==> config.mk <==
export PLATFORM = sky130hd
export DESIGN_NAME = pixel_packer_flat
export DESIGN_NICKNAME = d
export VERILOG_FILES = /design/src/rtl/pixel_pkg.sv /design/src/rtl/pixel_packer_if.sv /design/src/rtl/pack_out_reg.sv /design/src/rtl/pixel_packer.sv /design/src/flat_wrapper.sv
export SDC_FILE = /design/constraint.sdc
export NUM_CORES = 1
export LEC_CHECK = 0
export BUFFER_PORTS_ARGS = -buffer_cell sky130_fd_sc_hd__buf_2
export CAP_MARGIN = 25
export CORE_ASPECT_RATIO = 0.9
export CORE_UTILIZATION = 35
export CTS_BUF_LIST = sky130_fd_sc_hd__clkbuf_8
export CTS_CLUSTER_SIZE = 25
export DETAILED_ROUTE_END_ITERATION = 7
export PLACE_DENSITY = 0.63
export SLEW_MARGIN = 25
export SYNTH_ARGS = -nofsm -noshare
export SYNTH_HDL_FRONTEND = slang
export SYNTH_SLANG_ARGS = --single-unit
==> constraint.sdc <==
create_clock -name clk -period 8.52 [get_ports clk]
set_clock_uncertainty 0.2 [all_clocks]
set_input_delay 0.426 -clock clk [delete_from_list [all_inputs] [get_ports clk]]
set_output_delay 0.426 -clock clk [all_outputs]
set_load 0.05 [all_outputs]
==> src/rtl/pixel_pkg.sv <==
// Shared widths and types for the pixel packer slice.
package pixel_pkg;

    localparam int PIX_W  = 8;
    localparam int PACK   = 4;
    localparam int WORD_W = PACK * PIX_W;

    typedef logic [1:0] lane_t;

endpackage

==> src/rtl/pixel_packer_if.sv <==
// Pixel-in / word-out handshake bundle; slave is the packer's view, master the surrounding stages'.
interface pixel_packer_if #(
    parameter int PIX_W = pixel_pkg::PIX_W
);

    logic [PIX_W-1:0]                 pixel_in;
    logic                             valid_in;
    logic                             ready_out;
    logic                             flush;
    logic [pixel_pkg::PACK*PIX_W-1:0] word_out;
    logic                             valid_out;
    logic                             ready_in;
    logic                             last_out;
    logic                             busy;

    modport slave (
        input  pixel_in, valid_in, flush, ready_in,
        output ready_out, word_out, valid_out, last_out, busy
    );

    modport master (
        output pixel_in, valid_in, flush, ready_in,
        input  ready_out, word_out, valid_out, last_out, busy
    );

endinterface

==> src/rtl/pack_out_reg.sv <==
// Output holding register: a word loads whenever the slot is free and holds until the consumer takes it.
module pack_out_reg #(
    parameter int WORD_W = pixel_pkg::WORD_W
) (
    input  logic              clk,
    input  logic              rstn,
    input  logic              load,
    input  logic [WORD_W-1:0] load_word,
    input  logic              load_last,
    input  logic              ready_in,
    output logic [WORD_W-1:0] word_out,
    output logic              valid_out,
    output logic              last_out,
    output logic              free
);

    assign free = !valid_out || ready_in;

    always_ff @(posedge clk or negedge rstn) begin
        if (!rstn) begin
            word_out  <= '0;
            valid_out <= 1'b0;
            last_out  <= 1'b0;
        end else if (load) begin
            word_out  <= load_word;
            valid_out <= 1'b1;
            last_out  <= load_last;
        end else if (ready_in) begin
            valid_out <= 1'b0;
            last_out  <= 1'b0;
        end
    end

endmodule

==> src/rtl/pixel_packer.sv <==
// Packs four pixels per output word, tracks line position for last_out and handles flush of partial words.
module pixel_packer #(
    parameter int IMG_WIDTH = 1024,
    parameter int PIX_W     = pixel_pkg::PIX_W
) (
    input logic           clk,
    input logic           rstn,
    pixel_packer_if.slave bus
);

    import pixel_pkg::PACK;
    import pixel_pkg::lane_t;

    localparam int WORD_W = PACK * PIX_W;
    localparam int COL_W  = (IMG_WIDTH > 1) ? $clog2(IMG_WIDTH) : 1;

    logic [PIX_W-1:0]  lanes [PACK-1];
    logic [PIX_W-1:0]  flush_lanes [PACK-1];
    lane_t             cnt;
    logic [COL_W-1:0]  column;
    logic              flush_pend;
    logic              out_free;
    logic              accept;
    logic              full_word;
    logic              col_last;
    logic [2:0]        flush_cnt;
    logic              flush_emit;
    logic              load;
    logic [WORD_W-1:0] load_word;
    logic              load_last;

    assign bus.ready_out = rstn && !flush_pend && ((cnt != 2'd3) || out_free);
    assign accept        = bus.valid_in && bus.ready_out;
    assign full_word     = accept && (cnt == 2'd3);
    assign col_last      = (column == COL_W'(IMG_WIDTH - 1));
    assign bus.busy      = (cnt != 2'd0) || flush_pend || bus.valid_out;

    // Flushed word = held lanes plus this cycle's pixel, upper lanes forced to zero.
    always_comb begin
        flush_cnt = 3'(cnt) + 3'(accept);
        for (int i = 0; i < PACK - 1; i++) begin
            flush_lanes[i] = '0;
            if (i < int'(cnt))
                flush_lanes[i] = lanes[i];
            else if (accept && (cnt == lane_t'(i)))
                flush_lanes[i] = bus.pixel_in;
        end
        flush_emit = bus.flush && !full_word && (flush_cnt != 3'd0);
    end

    always_comb begin
        load      = 1'b0;
        load_word = '0;
        load_last = 1'b0;
        if (full_word) begin
            load      = 1'b1;
            load_word = {bus.pixel_in, lanes[2], lanes[1], lanes[0]};
            load_last = col_last || bus.flush;
        end else if (flush_pend && out_free) begin
            load      = 1'b1;
            load_word = {PIX_W'(0), lanes[2], lanes[1], lanes[0]};
            load_last = 1'b1;
        end else if (flush_emit && out_free) begin
            load      = 1'b1;
            load_word = {PIX_W'(0), flush_lanes[2], flush_lanes[1], flush_lanes[0]};
            load_last = 1'b1;
        end
    end

    // A flush that cannot load immediately parks its masked lanes and blocks input until they go out.
    always_ff @(posedge clk or negedge rstn) begin
        if (!rstn) begin
            cnt        <= '0;
            column     <= '0;
            flush_pend <= 1'b0;
            for (int i = 0; i < PACK - 1; i++)
                lanes[i] <= '0;
        end else begin
            if (accept && !bus.flush && !full_word) begin
                for (int i = 0; i < PACK - 1; i++)
                    if (cnt == lane_t'(i))
                        lanes[i] <= bus.pixel_in;
            end
            if (bus.flush) begin
                cnt    <= '0;
                column <= '0;
                if (flush_emit && !out_free) begin
                    flush_pend <= 1'b1;
                    for (int i = 0; i < PACK - 1; i++)
                        lanes[i] <= flush_lanes[i];
                end
            end else if (accept) begin
                cnt    <= cnt + 2'd1;
                column <= col_last ? '0 : column + COL_W'(1);
            end
            if (flush_pend && out_free)
                flush_pend <= 1'b0;
        end
    end

    pack_out_reg #(
        .WORD_W (WORD_W)
    ) u_out_reg (
        .clk       (clk),
        .rstn      (rstn),
        .load      (load),
        .load_word (load_word),
        .load_last (load_last),
        .ready_in  (bus.ready_in),
        .word_out  (bus.word_out),
        .valid_out (bus.valid_out),
        .last_out  (bus.last_out),
        .free      (out_free)
    );

endmodule

==> src/flat_wrapper.sv <==
// flat-port wrapper written by rule: the top's interface ports become plain ports
module pixel_packer_flat import pixel_pkg::PACK; import pixel_pkg::lane_t;
#(
    parameter int IMG_WIDTH = 1024,
    parameter int PIX_W     = pixel_pkg::PIX_W
)
  (clk, rstn, bus_pixel_in, bus_valid_in, bus_flush, bus_ready_in, bus_ready_out, bus_word_out, bus_valid_out, bus_last_out, bus_busy);
  pixel_packer_if #(.PIX_W(PIX_W)) bus_i ();
  input logic clk;
  input logic rstn;
  input wire logic [$bits(bus_i.pixel_in)-1:0] bus_pixel_in;
  input wire logic [$bits(bus_i.valid_in)-1:0] bus_valid_in;
  input wire logic [$bits(bus_i.flush)-1:0] bus_flush;
  input wire logic [$bits(bus_i.ready_in)-1:0] bus_ready_in;
  output wire logic [$bits(bus_i.ready_out)-1:0] bus_ready_out;
  output wire logic [$bits(bus_i.word_out)-1:0] bus_word_out;
  output wire logic [$bits(bus_i.valid_out)-1:0] bus_valid_out;
  output wire logic [$bits(bus_i.last_out)-1:0] bus_last_out;
  output wire logic [$bits(bus_i.busy)-1:0] bus_busy;
  assign bus_i.pixel_in = bus_pixel_in;
  assign bus_i.valid_in = bus_valid_in;
  assign bus_i.flush = bus_flush;
  assign bus_i.ready_in = bus_ready_in;
  assign bus_ready_out = bus_i.ready_out;
  assign bus_word_out = bus_i.word_out;
  assign bus_valid_out = bus_i.valid_out;
  assign bus_last_out = bus_i.last_out;
  assign bus_busy = bus_i.busy;
  pixel_packer #(.IMG_WIDTH(IMG_WIDTH), .PIX_W(PIX_W)) u_core (.clk(clk), .rstn(rstn), .bus(bus_i));
endmodule
==> After elaboration in Yosys (flattened, before gate mapping) <==
Cells that the tools add are included.
{ "op_classes": {"mux": 30, "eq_ne": 5, "add_sub_neg": 3, "n_lt_le_gt_ge": 3, "n_reduce_logical": 32} }
{ "op_table": {"columns": ["operator", "count"], "rows": [
  ["$mux W24", 4],
  ["$mux W8", 9],
  ["$mux W32", 2],
  ["$mux W10", 3],
  ["$logic_and A1 B1 Y1", 14],
  ["$add A10 B1 Y10 const B", 1],
  ["$eq A10 B10 Y1 const B", 1],
  ["$mux W1", 10],
  ["$reduce_bool A2 Y1", 5],
  ["$logic_not A1 Y1", 5],
  ["$logic_or A1 B1 Y1", 5],
  ["$eq A2 B2 Y1 const B", 2],
  ["$lt A1 B2 Y1 const A", 2],
  ["$mux W2", 2],
  ["$add A2 B1 Y3", 1],
  ["$reduce_bool A3 Y1", 1],
  ["$add A2 B1 Y2 const B", 1],
  ["$eq A2 B1 Y1 const B", 1],
  ["$logic_not A2 Y1", 1],
  ["$lt A2 B2 Y1 const A", 1],
  ["$ne A2 B2 Y1 const B", 1],
  ["$reduce_and A2 Y1", 1]
]} }
{ "word_totals": {"register_bits": 71, "wordCells": 82} }

==> Longest topological paths before layout <==
{ "logic_depth": {"ltp_word": 14, "ltp_mapped": 14} }

==> Cells and area by module <==
A second synthesis with hierarchy kept.
{ "unflattened": {"hier_cells": 266, "hier_area_um2": 3558.4} }
{ "modules_own_cells": {"columns": ["mod", "cells_each", "n_inst", "seq_area_each_um2", "area_per_inst_um2"], "rows": [
  ["pixel_packer", 192, 1, 925.9, 2158.3],
  ["pack_out_reg", 74, 1, 850.8, 1400.1]
]} }

==> Least setup slack after synthesis <==
OpenSTA, ideal clock, no wires.
{ "synth_path": {"kind": "register -> register", "start": "reg u_core.u_out_reg.valid_out", "end": "reg u_core.lanes[16] in the netlist's numbering", "t_arrival_ps": 2824, "required_time_ps": 8199, "slack_ps": 5375, "stages_incl_launch_ff": 11, "period_less_slack_ps": 3145, "cell_sequence": "dfrtp_1 -> nand3b_1 -> nand2_2 -> inv_2 -> ha_1 -> ha_1 -> or3_1 -> buf_2 -> and3_4 -> o211a_4 -> a22o_1"} }
{ "synth_via": {"elab_chain_len": 12, "elab_cells_between_ends": 21, "classes_between": "add/sub: 1; mux: 5; reduce/logical: 15"} }
{ "synth_lines": {"columns": ["element", "line", "text"], "rows": [
  ["start, declared", "pack_out_reg.sv:12", "output logic valid_out,"],
  ["start signal, assigned", "pack_out_reg.sv:22", "valid_out <= 1'b0;"],
  ["start signal, assigned", "pack_out_reg.sv:26", "valid_out <= 1'b1;"],
  ["start signal, assigned", "pack_out_reg.sv:29", "valid_out <= 1'b0;"],
  ["$logic_not A1 Y1 *", "pack_out_reg.sv:17", "assign free = !valid_out || ready_in;"],
  ["$logic_or A1 B1 Y1 *", "pack_out_reg.sv:17", null],
  ["parallel branches: the longest is 9 deep, another holds $add A2 B1 Y3", null, null],
  ["$mux W24 *", "pixel_packer.sv:84", "if (bus.flush) begin"],
  ["end signal, assigned by index", "pixel_packer.sv:82", "lanes[i] <= bus.pixel_in;"],
  ["end signal, assigned by index", "pixel_packer.sv:90", "lanes[i] <= flush_lanes[i];"],
  ["end, declared", "pixel_packer.sv:17", "logic [PIX_W-1:0] lanes [PACK-1];"]
]} }
Mark *: on every way between the ends.
A chain may end at the register's enable or synchronous reset.

==> Worst setup path in the final report <==
{ "layout_path": {"start": "in rstn", "end": "reg u_core.u_out_reg.word_out[10]"} }
{ "layout_via": {"elab_chain_len": 11, "elab_cells_between_ends": 19, "classes_between": "add/sub: 1; mux: 8; reduce/logical: 10"} }
{ "layout_lines": {"columns": ["element", "line", "text"], "rows": [
  ["start, declared", "flat_wrapper.sv:10", "input logic rstn;"],
  ["$logic_and A1 B1 Y1 * (2 in a row)", "pixel_packer.sv:32", "assign bus.ready_out = rstn && !flush_pend && ((cnt != 2'd3) || out_free);"],
  ["$logic_and A1 B1 Y1 *", "pixel_packer.sv:33", "assign accept = bus.valid_in && bus.ready_out;"],
  ["parallel branches: the longest is 8 deep, another holds $add A2 B1 Y3", null, null],
  ["end signal, assigned", "pack_out_reg.sv:25", "word_out <= load_word;"],
  ["end, declared", "pack_out_reg.sv:11", "output logic [WORD_W-1:0] word_out,"]
]} }
Marks and branches as above.

==> load_flow_metrics.sql <==
INSERT INTO impl_metrics (metric_group, metric, value, unit) VALUES
('route', 'route.vias.total', '2523', ''),
('placed_design', 'place_worst_setup_slack', '4102', 'ps'),
('synthesis', 'syn-num-nets', '305', ''),
('critical_path', 'timing.critical_path.required', '8540', 'ps'),
('job', 'drv.max_cap_violation_count', '0', ''),
('finish', 'layout-drive-gt1-share', '24.56', '%'),
('route', 'routed_wirelength', '8106', 'um'),
('clock_tree', 'numClockSinks', '71', ''),
('placed_design', 'hpwlAfterDp', '5390', 'um'),
('clock_tree', 'clock_latency', '340', 'ps'),
('floorplanning', 'dieHeight', '94.36', 'um'),
('global_routing', 'grt_first_pass_wirelength', '13220', 'um'),
('critical_path', 'critical_path.max_stage_delay', '520', 'ps'),
('route', 'dr.pass1.iters', '4', ''),
('global_routing', 'grt.overflow.total', '0', ''),
('synthesis', 'post-synth-top-area-fraction', '53.56', '%'),
('route', 'routed_wire_length_per_instance', '17.62', 'um'),
('sta', 'tightestPinTransition', '746.4', 'ps'),
('floorplanning', 'top_level_ports', '49', ''),
('synthesis', 'asyncSetResetFlopFracSynth', '100.0', '%'),
('synthesis', 'portion_of_netlist_area_occupied_by_mux_cells', '0', '%'),
('power_and_ir_drop', 'cellPowerDensity', '244.8', 'nW/um2'),
('global_routing', 'initial_antenna_violation_count', '0', ''),
('hold_path', 'worst_hold_path_type', 'in2reg', ''),
('placed_design', 'routabilityCongestion', '0.8566', ''),
('route', 'detail_route.vias_per_cell', '5.485', ''),
('global_routing', 'vias_in_the_first_global_route', '2415', ''),
('critical_path', 'timing.critical_path.to_type', 'flip-flop', ''),
('clock_tree', 'tritoncts_clock_tree', 'built', ''),
('route', 'drcViolationCount', '0', ''),
('synthesis', 'synth_seq_area_share', '53.56', '%'),
('route', 'postRouteAntennaNets', '0', ''),
('finish', 'layout.cell_area.non_filler', '3892', 'um2'),
('placed_design', 'placedInstanceArea', '3635', 'um2'),
('critical_path', 'crit_fanout', '39', ''),
('synthesis', 'synth_top_cell_by_area', 'sky130_fd_sc_hd__dfrtp_1', ''),
('finish', 'num_antenna_cells', '0', ''),
('critical_path', 'cp_top_family', 'simple AND/OR/NAND/NOR gates', ''),
('critical_path', 'depth_of_the_critical_timing_path_with_buffers_and_inverters_included', '13', ''),
('critical_path', 'cpMostUsedCell', 'sky130_fd_sc_hd__ha_1', ''),
('synthesis', 'synth_warnings', '0', ''),
('run_status', 'run_status', 'finished, final reports clean', ''),
('sta', 'fmaxAchievable', '0.2274', 'GHz'),
('clock_tree', 'cts.clk_slew.worst_paths', '70', 'ps'),
('synthesis', 'synth_enable_flop_cells', '0', ''),
('clock_tree', 'htreeDepth', '3', ''),
('placed_design', 'port_buffers', '48', ''),
('synthesis', 'post_synth_instance_area', '3317', 'um2'),
('global_routing', 'overall_routing_resource_usage', '17.64', '%'),
('sta', 'finalWorstPathRequiredPeriod', '4398', 'ps'),
('sta', 'rsz0062_at_grt', 'no', ''),
('critical_path', 'critPathArrivalTime', '4420', 'ps'),
('clock_tree', 'postCtsResizedCells', '0', ''),
('critical_path', 'worst-r2r-cell-count', '10', ''),
('synthesis', 'ys_ff_latch', '71', ''),
('synthesis', 'yosys.area_share.xor_xnor', '1.584', '%'),
('sta', 'worst_hold_margin', '203.5', 'ps'),
('sta', 'timing.max_slew.rel_slack', '49.72', '%'),
('synthesis', 'synth_adder_area_share', '2.641', '%'),
('sta', 'slew_violations', '0', ''),
('clock_tree', 'clk_root_buffer_cell', 'sky130_fd_sc_hd__clkbuf_8', ''),
('synthesis', 'synthCells', '285', ''),
('clock_tree', 'ctsLongestPathBuffers', '2', ''),
('synthesis', 'synth_top_family_by_area', 'compound AO/OA/AOI/OAI gates', ''),
('synthesis', 'synth_simple_gate_area_share', '14.98', '%'),
('synthesis', 'compound_gate_portion_of_the_synthesized_area', '23.27', '%'),
('finish', 'finish.net_count', '354', ''),
('synthesis', 'post_synth_main_area_contributors', 'sky130_fd_sc_hd__dfrtp_1 (54%), sky130_fd_sc_hd__a22o_1 (8.4%), sky130_fd_sc_hd__o21ai_0 (3.0%), sky130_fd_sc_hd__nand3_1 (2.9%), sky130_fd_sc_hd__ha_1 (2.6%)', ''),
('clock_tree', 'cts_made_buffers', '9', ''),
('floorplanning', 'chipWidth', '104.6', 'um'),
('sta', 'setup-tns-final', '0', 'ps');
-- logic make-up after synthesis --
family / count (synthesis)
AOI/OAI and AO/OA: 98
and+or+nand+nor: 77
DFF: 71
buffers and inverters: 26
adders and majority gates: 7
xor gates and xnor gates: 6
-- worst reg2reg max path, stage by stage, from the launching register on --
cell and delay (ps):
sky130_fd_sc_hd__dfrtp_1 440, sky130_fd_sc_hd__ha_1 380, sky130_fd_sc_hd__nand3b_1 260, sky130_fd_sc_hd__nand2_2 250, sky130_fd_sc_hd__inv_2 120, sky130_fd_sc_hd__ha_1 200, sky130_fd_sc_hd__ha_1 260, sky130_fd_sc_hd__or3_1 490
sky130_fd_sc_hd__nand3_2 410, sky130_fd_sc_hd__o21ai_2 210, sky130_fd_sc_hd__a221o_1 410
-- layout make-up --
| class | count | area, um2 |
|---|---|---|
| Tap cell | 122 | 152.6 |
| Timing Repair Buffer | 51 | 277.8 |
| Clock inverter | 5 | 82.58 |
| Clock buffer | 10 | 137.6 |
| Sequential cell | 71 | 1777 |
| Inverter | 13 | 48.80 |
| Fill cell | 918 | 5274 |
| Multi-Input combinational cell | 188 | 1416 |
-- power by group --
| part | internal (uW) | switching (uW) | leakage [uW] |
|---|---|---|---|
| Clock | 172 | 129 | 0.000112 |
| Combinational | 67.9 | 164 | 0.000842 |
| Sequential | 387 | 32.0 | 0.000964 |
-- path summary, 6_finish.rpt --
check,from,end,slack [ps]
setup / recovery,rstn,u_core.u_out_reg.word_out[10]$_DFFE_PN0P_,4120
hold / removal,bus_ready_in,u_core.u_out_reg.last_out$_DFFE_PN0P_,200
setup reg to reg,u_core.cnt[0]$_DFFE_PN0P_,u_core.u_out_reg.word_out[10]$_DFFE_PN0P_,4780
hold reg to reg,u_core.lanes[20]$_DFF_PN0_,u_core.lanes[20]$_DFF_PN0_,300
max in group asynchronous,rstn,u_core.u_out_reg.word_out[14]$_DFFE_PN0P_,7110
min in group asynchronous,rstn,u_core.column[5]$_DFFE_PN0P_,460
-- cell usage after synthesis, types with 2 or more instances --
master	count
sky130_fd_sc_hd__inv_1	12
sky130_fd_sc_hd__xor2_1	4
sky130_fd_sc_hd__a221o_1	8
sky130_fd_sc_hd__buf_6	2
sky130_fd_sc_hd__ha_1	7
sky130_fd_sc_hd__a22o_1	32
sky130_fd_sc_hd__nand3b_1	3
sky130_fd_sc_hd__nand2_1	8
sky130_fd_sc_hd__nand4_1	3
sky130_fd_sc_hd__buf_2	6
sky130_fd_sc_hd__o2111ai_1	2
sky130_fd_sc_hd__or3_1	4
sky130_fd_sc_hd__nand2b_1	2
sky130_fd_sc_hd__a21o_1	2
sky130_fd_sc_hd__a22oi_1	8
sky130_fd_sc_hd__nor2_1	8
sky130_fd_sc_hd__dfrtp_1	71
sky130_fd_sc_hd__buf_4	3
sky130_fd_sc_hd__o211ai_1	10
sky130_fd_sc_hd__xnor2_1	2
sky130_fd_sc_hd__o21ai_2	3
sky130_fd_sc_hd__o21ai_0	20
sky130_fd_sc_hd__and3b_1	2
sky130_fd_sc_hd__a21oi_1	7
sky130_fd_sc_hd__and3_4	2
sky130_fd_sc_hd__nand3_1	19
sky130_fd_sc_hd__and3_1	12
sky130_fd_sc_hd__nor3b_2	2
-- per-layer routing --
metal	vias up	GRT usage [%]	wire [um]
li1	1188	-	-
met1	1245	25.60	3898
met2	76	25.11	3509
met3	14	3.382	477
met4	0	8.920	221
met5	-	0	0
-- repair_timing --
item / in CTS / in global routing
endpoints found under the hold margin: 0 / 36
buffers inserted: 0 / 0
hold buffers: 0 / 1
-- per-stage QoR --
step / instances / util [%]
finish: 460 / 42.47
global route: 460 / 42.47
CTS: 458 / 42.06
detailed placement: 443 / 39.65
global placement: 443 / 39.65
floorplan: 285 / -
-- sequential cells by signal (all words and copies together), names as in the netlist --
name                        flops
u_core.u_out_reg.valid_out      1
u_core.u_out_reg.last_out       1
u_core.column                  10
u_core.cnt                      2
u_core.lanes                   24
u_core.flush_pend               1
u_core.u_out_reg.word_out      32
Power figures use the tool's default switching activity.
